### src/rtl/ip_checksum_stream_if.sv
// Stream interface for ip_checksum_stream: input beat handshake plus the held
// result handshake. The packet source/sink uses master, the checksum block uses slave.
interface ip_checksum_stream_if #(
  parameter int DATA_WIDTH = 32
);
  localparam int LANES = DATA_WIDTH / 16;

  logic                  mode;
  logic [DATA_WIDTH-1:0] s_data;
  logic [LANES-1:0]      s_lane_en;
  logic                  s_last;
  logic                  s_valid;
  logic                  s_ready;
  logic [15:0]           m_checksum;
  logic                  m_ok;
  logic                  m_err;
  logic                  m_valid;
  logic                  m_ready;

  modport master (
    output mode, s_data, s_lane_en, s_last, s_valid, m_ready,
    input  s_ready, m_checksum, m_ok, m_err, m_valid
  );

  modport slave (
    input  mode, s_data, s_lane_en, s_last, s_valid, m_ready,
    output s_ready, m_checksum, m_ok, m_err, m_valid
  );
endinterface

### src/rtl/ip_checksum_stream.sv
// Streaming ones-complement checksum over 16-bit words: accumulate beats, fold
// the end-around carries twice, then hold one result per packet until accepted.
//
// state | meaning
// ACCUM | accepting beats, summing enabled lanes
// FOLD1 | first end-around carry fold
// FOLD2 | second fold, result registered
// DONE  | result held until m_ready
module ip_checksum_stream #(
  parameter int DATA_WIDTH = 32,
  parameter int MAX_BEATS  = 64
) (
  input logic                 clk,
  input logic                 rst_n,
  ip_checksum_stream_if.slave bus
);
  localparam int LANES = DATA_WIDTH / 16;
  localparam int ACC_W = 16 + $clog2(LANES * MAX_BEATS) + 1;
  localparam int CNT_W = $clog2(MAX_BEATS + 2);

  localparam logic [1:0] ACCUM = 2'd0;
  localparam logic [1:0] FOLD1 = 2'd1;
  localparam logic [1:0] FOLD2 = 2'd2;
  localparam logic [1:0] DONE  = 2'd3;

  logic [1:0]       state;
  logic [ACC_W-1:0] acc;
  logic [ACC_W-1:0] lane_sum;
  logic [ACC_W-1:0] fold;
  logic [CNT_W-1:0] cnt;
  logic             err;
  logic             mode_q;
  logic [15:0]      checksum_q;
  logic             ok_q;
  logic             err_q;
  logic             valid_q;

  always_comb begin
    lane_sum = '0;
    for (int i = 0; i < LANES; i++) begin
      if (bus.s_lane_en[LANES-1-i])
        lane_sum = lane_sum + ACC_W'(bus.s_data[DATA_WIDTH-1-16*i -: 16]);
    end
  end

  // After two folds the sum always fits 16 bits for any legal packet length.
  assign fold = ACC_W'(acc[15:0]) + ACC_W'(acc[ACC_W-1:16]);

  always_ff @(posedge clk or negedge rst_n) begin
    if (!rst_n) begin
      state      <= ACCUM;
      acc        <= '0;
      cnt        <= '0;
      err        <= 1'b0;
      mode_q     <= 1'b0;
      checksum_q <= 16'h0000;
      ok_q       <= 1'b0;
      err_q      <= 1'b0;
      valid_q    <= 1'b0;
    end else begin
      case (state)
        ACCUM: begin
          if (bus.s_valid) begin
            acc <= acc + lane_sum;
            if (cnt == '0) mode_q <= bus.mode;
            if (cnt != CNT_W'(MAX_BEATS + 1)) cnt <= cnt + CNT_W'(1);
            if (cnt == CNT_W'(MAX_BEATS)) err <= 1'b1;
            if (bus.s_last) state <= FOLD1;
          end
        end
        FOLD1: begin
          acc   <= fold;
          state <= FOLD2;
        end
        FOLD2: begin
          acc        <= fold;
          checksum_q <= mode_q ? fold[15:0] : ~fold[15:0];
          ok_q       <= !err && (!mode_q || (fold[15:0] == 16'hFFFF));
          err_q      <= err;
          valid_q    <= 1'b1;
          state      <= DONE;
        end
        DONE: begin
          if (bus.m_ready) begin
            valid_q <= 1'b0;
            acc     <= '0;
            cnt     <= '0;
            err     <= 1'b0;
            state   <= ACCUM;
          end
        end
        default: state <= ACCUM;
      endcase
    end
  end

  assign bus.s_ready    = (state == ACCUM);
  assign bus.m_checksum = checksum_q;
  assign bus.m_ok       = ok_q;
  assign bus.m_err      = err_q;
  assign bus.m_valid    = valid_q;
endmodule

### src/flat_wrapper.sv
// flat-port wrapper written by rule: the top's interface ports become plain ports
module ip_checksum_stream_flat 
#(
  parameter int DATA_WIDTH = 32,
  parameter int MAX_BEATS  = 64
)
  (clk, rst_n, bus_mode, bus_s_data, bus_s_lane_en, bus_s_last, bus_s_valid, bus_m_ready, bus_s_ready, bus_m_checksum, bus_m_ok, bus_m_err, bus_m_valid);
  ip_checksum_stream_if #(.DATA_WIDTH(DATA_WIDTH)) bus_i ();
  input logic clk;
  input logic rst_n;
  input wire logic [$bits(bus_i.mode)-1:0] bus_mode;
  input wire logic [$bits(bus_i.s_data)-1:0] bus_s_data;
  input wire logic [$bits(bus_i.s_lane_en)-1:0] bus_s_lane_en;
  input wire logic [$bits(bus_i.s_last)-1:0] bus_s_last;
  input wire logic [$bits(bus_i.s_valid)-1:0] bus_s_valid;
  input wire logic [$bits(bus_i.m_ready)-1:0] bus_m_ready;
  output wire logic [$bits(bus_i.s_ready)-1:0] bus_s_ready;
  output wire logic [$bits(bus_i.m_checksum)-1:0] bus_m_checksum;
  output wire logic [$bits(bus_i.m_ok)-1:0] bus_m_ok;
  output wire logic [$bits(bus_i.m_err)-1:0] bus_m_err;
  output wire logic [$bits(bus_i.m_valid)-1:0] bus_m_valid;
  assign bus_i.mode = bus_mode;
  assign bus_i.s_data = bus_s_data;
  assign bus_i.s_lane_en = bus_s_lane_en;
  assign bus_i.s_last = bus_s_last;
  assign bus_i.s_valid = bus_s_valid;
  assign bus_i.m_ready = bus_m_ready;
  assign bus_s_ready = bus_i.s_ready;
  assign bus_m_checksum = bus_i.m_checksum;
  assign bus_m_ok = bus_i.m_ok;
  assign bus_m_err = bus_i.m_err;
  assign bus_m_valid = bus_i.m_valid;
  ip_checksum_stream #(.DATA_WIDTH(DATA_WIDTH), .MAX_BEATS(MAX_BEATS)) u_core (.clk(clk), .rst_n(rst_n), .bus(bus_i));
endmodule
### config.mk
export PLATFORM = sky130hd
export DESIGN_NAME = ip_checksum_stream_flat
export DESIGN_NICKNAME = d
export VERILOG_FILES = /design/src/rtl/ip_checksum_stream_if.sv /design/src/rtl/ip_checksum_stream.sv /design/src/flat_wrapper.sv
export SDC_FILE = /design/constraint.sdc
export NUM_CORES = 1
export LEC_CHECK = 0
export ABC_AREA = 1
export CORE_MARGIN = 2
export CORE_UTILIZATION = 55
export CTS_BUF_LIST = sky130_fd_sc_hd__clkbuf_4
export DETAILED_ROUTE_END_ITERATION = 8
export GPL_ROUTABILITY_DRIVEN = 0
export PLACE_DENSITY = 0.78
export SLEW_MARGIN = 20
export SYNTH_ARGS = -nofsm -noshare
export SYNTH_HDL_FRONTEND = slang
export SYNTH_SLANG_ARGS = --single-unit
### constraint.sdc
create_clock -name clk -period 3.8 [get_ports clk]
set_clock_uncertainty 0.05 [all_clocks]
set_input_delay 0.57 -clock clk [delete_from_list [all_inputs] [get_ports clk]]
set_output_delay 0.57 -clock clk [all_outputs]
set_load 0.02 [all_outputs]
# == Word level (Yosys, flattened, before mapping) ==
# Index checks and enable logic that the tools add are counted.
# totals
input_bits,40
word_cells,59
ff_bits,54
output_inout_bits,20
# classes
n_bitwise,1
n_reduce_logical,15
add_sub_neg,4
mux,19
eq_ne,11
# ops
operator,count
24-bit two-way mux,3
24-bit one-hot mux with 3 select lines,1
16-bit two-way mux,2
24-bit adder,1
7-bit two-way mux,3
16-bit by 16-bit adder with 17-bit output,1
16-bit by 8-bit adder with 17-bit output,1
"16-bit equality test, second input constant",1
16-bit NOT,1
7-bit one-hot mux with 2 select lines,1
2-bit one-hot mux with 4 select lines,1
4-bit AND reduction,2
"7-bit by 1-bit adder with 7-bit output, second input constant",1
"7-bit equality test, second input constant",1
7-bit logical NOT,1
"7-bit != test, second input constant",1
2-bit two-way mux,3
"2-bit != test, second input constant",3
3-bit AND reduction,2
"2-bit equality test, second input constant",2
"2-bit by 1-bit != test with 1-bit output, second input constant",2
1-bit one-hot mux with 2 select lines,2
2-bit AND reduction,2
2-bit nonzero test,2
other kinds (7),10

# == Logic depth before layout (Yosys ltp) ==
# depth
ltp_word,6
depth_mapped,30

# == Worst setup path after synthesis ==
# Ideal clock, no wire load.
# synth_path
path_kind,input-to-reg
from,in bus_s_lane_en[1]
to,reg u_core.acc[19]
arrival_time_ps,3374
required_time_ps,3631
slack_ps,257
stages,19
path_cell_list,buf_6 buf_6 nand2_1 inv_1 ha_1 fa_1 a21oi_1 o21ai_2 xor2_1 a21oi_1 ha_1 a21oi_1 o21ai_0 a21oi_1 nand2_1 nand2_1 o21ai_0 a21oi_1 nor2_1
# synth_between
elab_chain_cells,6
# synth_lines
item,line_no,rtl
start: declaration,flat_wrapper.sv:13,input wire logic [$bits(bus_i.s_lane_en)-1:0] bus_s_lane_en;
16-bit two-way mux (*),ip_checksum_stream.sv:41,if (bus.s_lane_en[LANES-1-i])
16-bit by 16-bit adder with 17-bit output,ip_checksum_stream.sv:42,lane_sum = lane_sum + ACC_W'(bus.s_data[DATA_WIDTH-1-16*i -: 16]);
24-bit two-way mux (*),ip_checksum_stream.sv:41,
24-bit adder (*),ip_checksum_stream.sv:64,acc <= acc + lane_sum;
24-bit two-way mux (*),ip_checksum_stream.sv:63,if (bus.s_valid) begin
24-bit one-hot mux with 3 select lines (*),ip_checksum_stream.sv:61,case (state)
end signal: assignment,ip_checksum_stream.sv:64,
end signal: assignment,ip_checksum_stream.sv:72,acc <= fold;
end signal: assignment,ip_checksum_stream.sv:76,acc <= fold;
end: declaration,ip_checksum_stream.sv:27,logic [ACC_W-1:0] acc;
# Mark *: on every way between the ends. The rest lies on a longest branch, timed or not. The select of a mux whose other input is x is not followed.
# A chain may end at the register's enable or synchronous reset.

# == Final worst setup path ==
# layout_path
from,in bus_s_data[17]
to,reg u_core.acc[18]
# layout_between
elab_chain_cells,6
# layout_lines
item,line_no,rtl
start: declaration,flat_wrapper.sv:12,input wire logic [$bits(bus_i.s_data)-1:0] bus_s_data;
16-bit two-way mux (*),ip_checksum_stream.sv:41,
16-bit by 16-bit adder with 17-bit output,ip_checksum_stream.sv:42,
24-bit two-way mux (*),ip_checksum_stream.sv:41,
24-bit adder (*),ip_checksum_stream.sv:64,
24-bit two-way mux (*),ip_checksum_stream.sv:63,
24-bit one-hot mux with 3 select lines (*),ip_checksum_stream.sv:61,
# Marked as above.

==> out/qor.yml <==
first_pass_iters: 8
detail-route-antenna-nets: 0
die-width_um: 104
htree_num_levels: 2
crit_fanout: 5
setup_tns_ns: 0
grt_max_degree: 32
antennaDiodeCount: 0
pin_count: 60
end_kind: "register"
routedWlPerCell_um: 13.9
grt_pass1_vias: 5870
fin_nets: 1098
hold_path_class: "in -> async"
criticalPathCategory: "in -> reg"
clk_latency_ns: 0.40
holdWs_ns: 0.0575
num_vias: 6256
cts_sinks: 54
cp.buffers_inverters: 3
worst_pin_slew_ns: 0.717
antenna_found_initial: 0
syn2layout_area_growth_pct: 27.0
slowest_delay_ns: 0.45
fillerInstances: 840
cellLeakagePower_uw: 0.00366
clk_pin_slew_worst_paths_ns: 0.17
io_buffers: 59
grt_use_total_pct: 29.2
numCtsBuffers: 5
syn_area_um2: 5520
fmax_mhz: 277
synth_cell_type_count: 42
path_delay_family: "simple AND/OR/NAND/NOR gates"
start_util_pct: 56.4
status: "finished, final reports clean"
crit_chain: "clkdlybuf4s50_1 > nand2_1 > inv_2 > ha_1 > nand2_1 > inv_1 > o21ai_1 > nand2_1 > nand3b_1 > nand2_2 > nand3_1 > nand2_1 > xor2_1 > a21oi_2 > ha_1 > a21oi_1 > a21oi_1 > nor2_1 > nand2_2 > nand2_1 > nand2_2 > nand2_1 > xor2_1 > nor2_1"
synth_async_sr_flop_share_pct: 100
finalCritPeriodShare_pct: 94.8
power_density_nw_per_um2: 621
clk_path_buf_depth: 2
synth_common_cells: "nand2_1 (262), inv_1 (111), nor2_1 (86)"
syn-num-nets: 959
dp_hpwl_um: 13200
crit_required_ns: 4.05
hold_violations: 0
ctsHoldBuffers: 0
crit_top_cell: "nand2_1"
die_area_um2: 10800
ir_drop_mv: 0.401
row_count: 36
slew_headroom_pct: 52.2
maxCapViolCount: 0
drive_above_1_share_pct: 13.3
synth_edf_count: 0
cp.arrival_ns: 3.85
synth_cells: 876
cts_tree: "yes"
synthFlopType: "dfrtp_1"
ys_warn_count: 0
start_kind: "input port"
period_needed_ns: 3.60
dieHeight_um: 104
synth.area.top_cells: "dfrtp_1 (25%), nand2_1 (18%), ha_1 (9.1%)"
avgSynthCellArea_um2: 6.30
drcViolationCount: 0
viasPerCell: 5.44
coreArea_um2: 9770
routed_wl_um: 16000
drtIter0Drc: 451
fin_util_pct: 71.7
synth_top_area_share_pct: 24.5
finalSetupViolCount: 0
synthMostInstantiatedCell: "nand2_1"
ys_seq_elements: 54
grt_pass1_wl_um: 26400
finalMaxSlewViolations: 0
yosysSeqAreaShare_pct: 24.5
gr-total-overflow: 0
root_buffer: "clkbuf_4"
critPathSlowestCell: "clkdlybuf4s50_1"
synth.largest_area_cell: "dfrtp_1"
-- cells by family (layout without fill, tap and decap cells) --
family | count (synthesis) | after routing | share of synthesized area (%)
adder cells (fa/ha/maj) | 43 | 43 | 10.2
AO/OA/AOI/OAI | 150 | 150 | 15.0
AND/OR/NAND/NOR | 469 | 469 | 36.6
buffers and inverters | 133 | 273 | 9.39
XOR/XNOR | 27 | 27 | 4.29
flip-flops | 54 | 54 | 24.5
-- flip-flops by register name, summed over array words and instances (netlist names) --
| register | flops |
|---|---|
| u_core.mode_q | 1 |
| u_core.bus.m_checksum | 16 |
| u_core.bus.m_ok | 1 |
| u_core.state | 2 |
| u_core.acc | 24 |
| u_core.bus.m_valid | 1 |
| u_core.err | 1 |
| u_core.bus.m_err | 1 |
| u_core.cnt | 7 |
-- placed cells by master (no fill, tap or decap), types with 2 or more instances in the layout --
| cell | count |
|---|---|
| a21o_1 | 4 |
| a21oi_1 | 49 |
| a21oi_2 | 5 |
| a22oi_1 | 2 |
| a31oi_1 | 15 |
| and2_1 | 5 |
| buf_4 | 90 |
| bufinv_16 | 2 |
| clkbuf_4 | 5 |
| clkdlybuf4s50_1 | 57 |
| clkinv_1 | 3 |
| dfrtp_1 | 54 |
| fa_1 | 3 |
| ha_1 | 39 |
| inv_1 | 110 |
| inv_2 | 4 |
| nand2_1 | 258 |
| nand2_2 | 13 |
| nand3_1 | 62 |
| nand3b_1 | 6 |
| nand4_1 | 14 |
| nor2_1 | 86 |
| nor2_2 | 4 |
| nor2_4 | 2 |
| nor3_1 | 8 |
| nor3_2 | 3 |
| nor3b_1 | 4 |
| nor4_1 | 2 |
| o21ai_0 | 57 |
| o21ai_1 | 6 |
| o21ai_2 | 2 |
| o21bai_1 | 4 |
| xor2_1 | 26 |
-- final cells by class --
type | count | area, um^2 | area share [%]
Inverter | 116 | 435 | 6.21
Clock buffer | 5 | 37.5 | 0.536
Tap cell | 133 | 166 | 2.38
Clock inverter | 3 | 63.8 | 0.911
Multi-Input combinational cell | 689 | 3690 | 52.6
Timing Repair Buffer | 149 | 1260 | 18.0
Sequential cell | 54 | 1350 | 19.3
-- power by group --
group	switching, uW	total [uW]	internal [uW]
clock	194	397	203
sequential	275	1080	808
combinational	1690	2870	1180
total	2160	4350	2190
-- per-stage QoR --
step / area (um^2) / total power, uW / setup WS, ns / std cells
finish: 7010 / 4350 / 0.196 / 1149
global route: 7010 / 4700 / -0.0675 / 1149
CTS: 6940 / 4260 / -0.00621 / 1146
detailed placement: 6840 / 3870 / -0.416 / 1138
global placement: 6840 / 3760 / -0.328 / 1138
floorplan: 5520 / 2790 / 0.257 / 876
-- per-layer routing --
layer	up-vias	wire length, um	track usage, %
li1	3129	-	-
met1	2847	7000	38.9
met2	243	7480	49.4
met3	37	1140	3.45
met4	0	386	9.07
met5	-	0	0
-- what timing repair did --
item,in CTS,in global routing
setup endpoints to repair,1,16
setup buffers,0,3
pin swaps,0,4
gates resized for setup,0,15
cloned,0,0
-- final timing paths --
check	startpoint	to	slack [ns]	depth (start not counted)
min reg2reg	u_core.bus.m_checksum[6]	u_core.bus.m_checksum[6]	0.46	2
min	rst_n	u_core.acc[5]	0.06	1
max reg2reg	u_core.state[0]	u_core.cnt[5]	1.03	11
min in group clk	u_core.bus.m_checksum[6]	u_core.bus.m_checksum[6]	0.46	2
max in group asynchronous	rst_n	u_core.cnt[2]	2.79	2
max	bus_s_data[17]	u_core.acc[18]	0.20	24
Power figures use the tool's default switching activity.
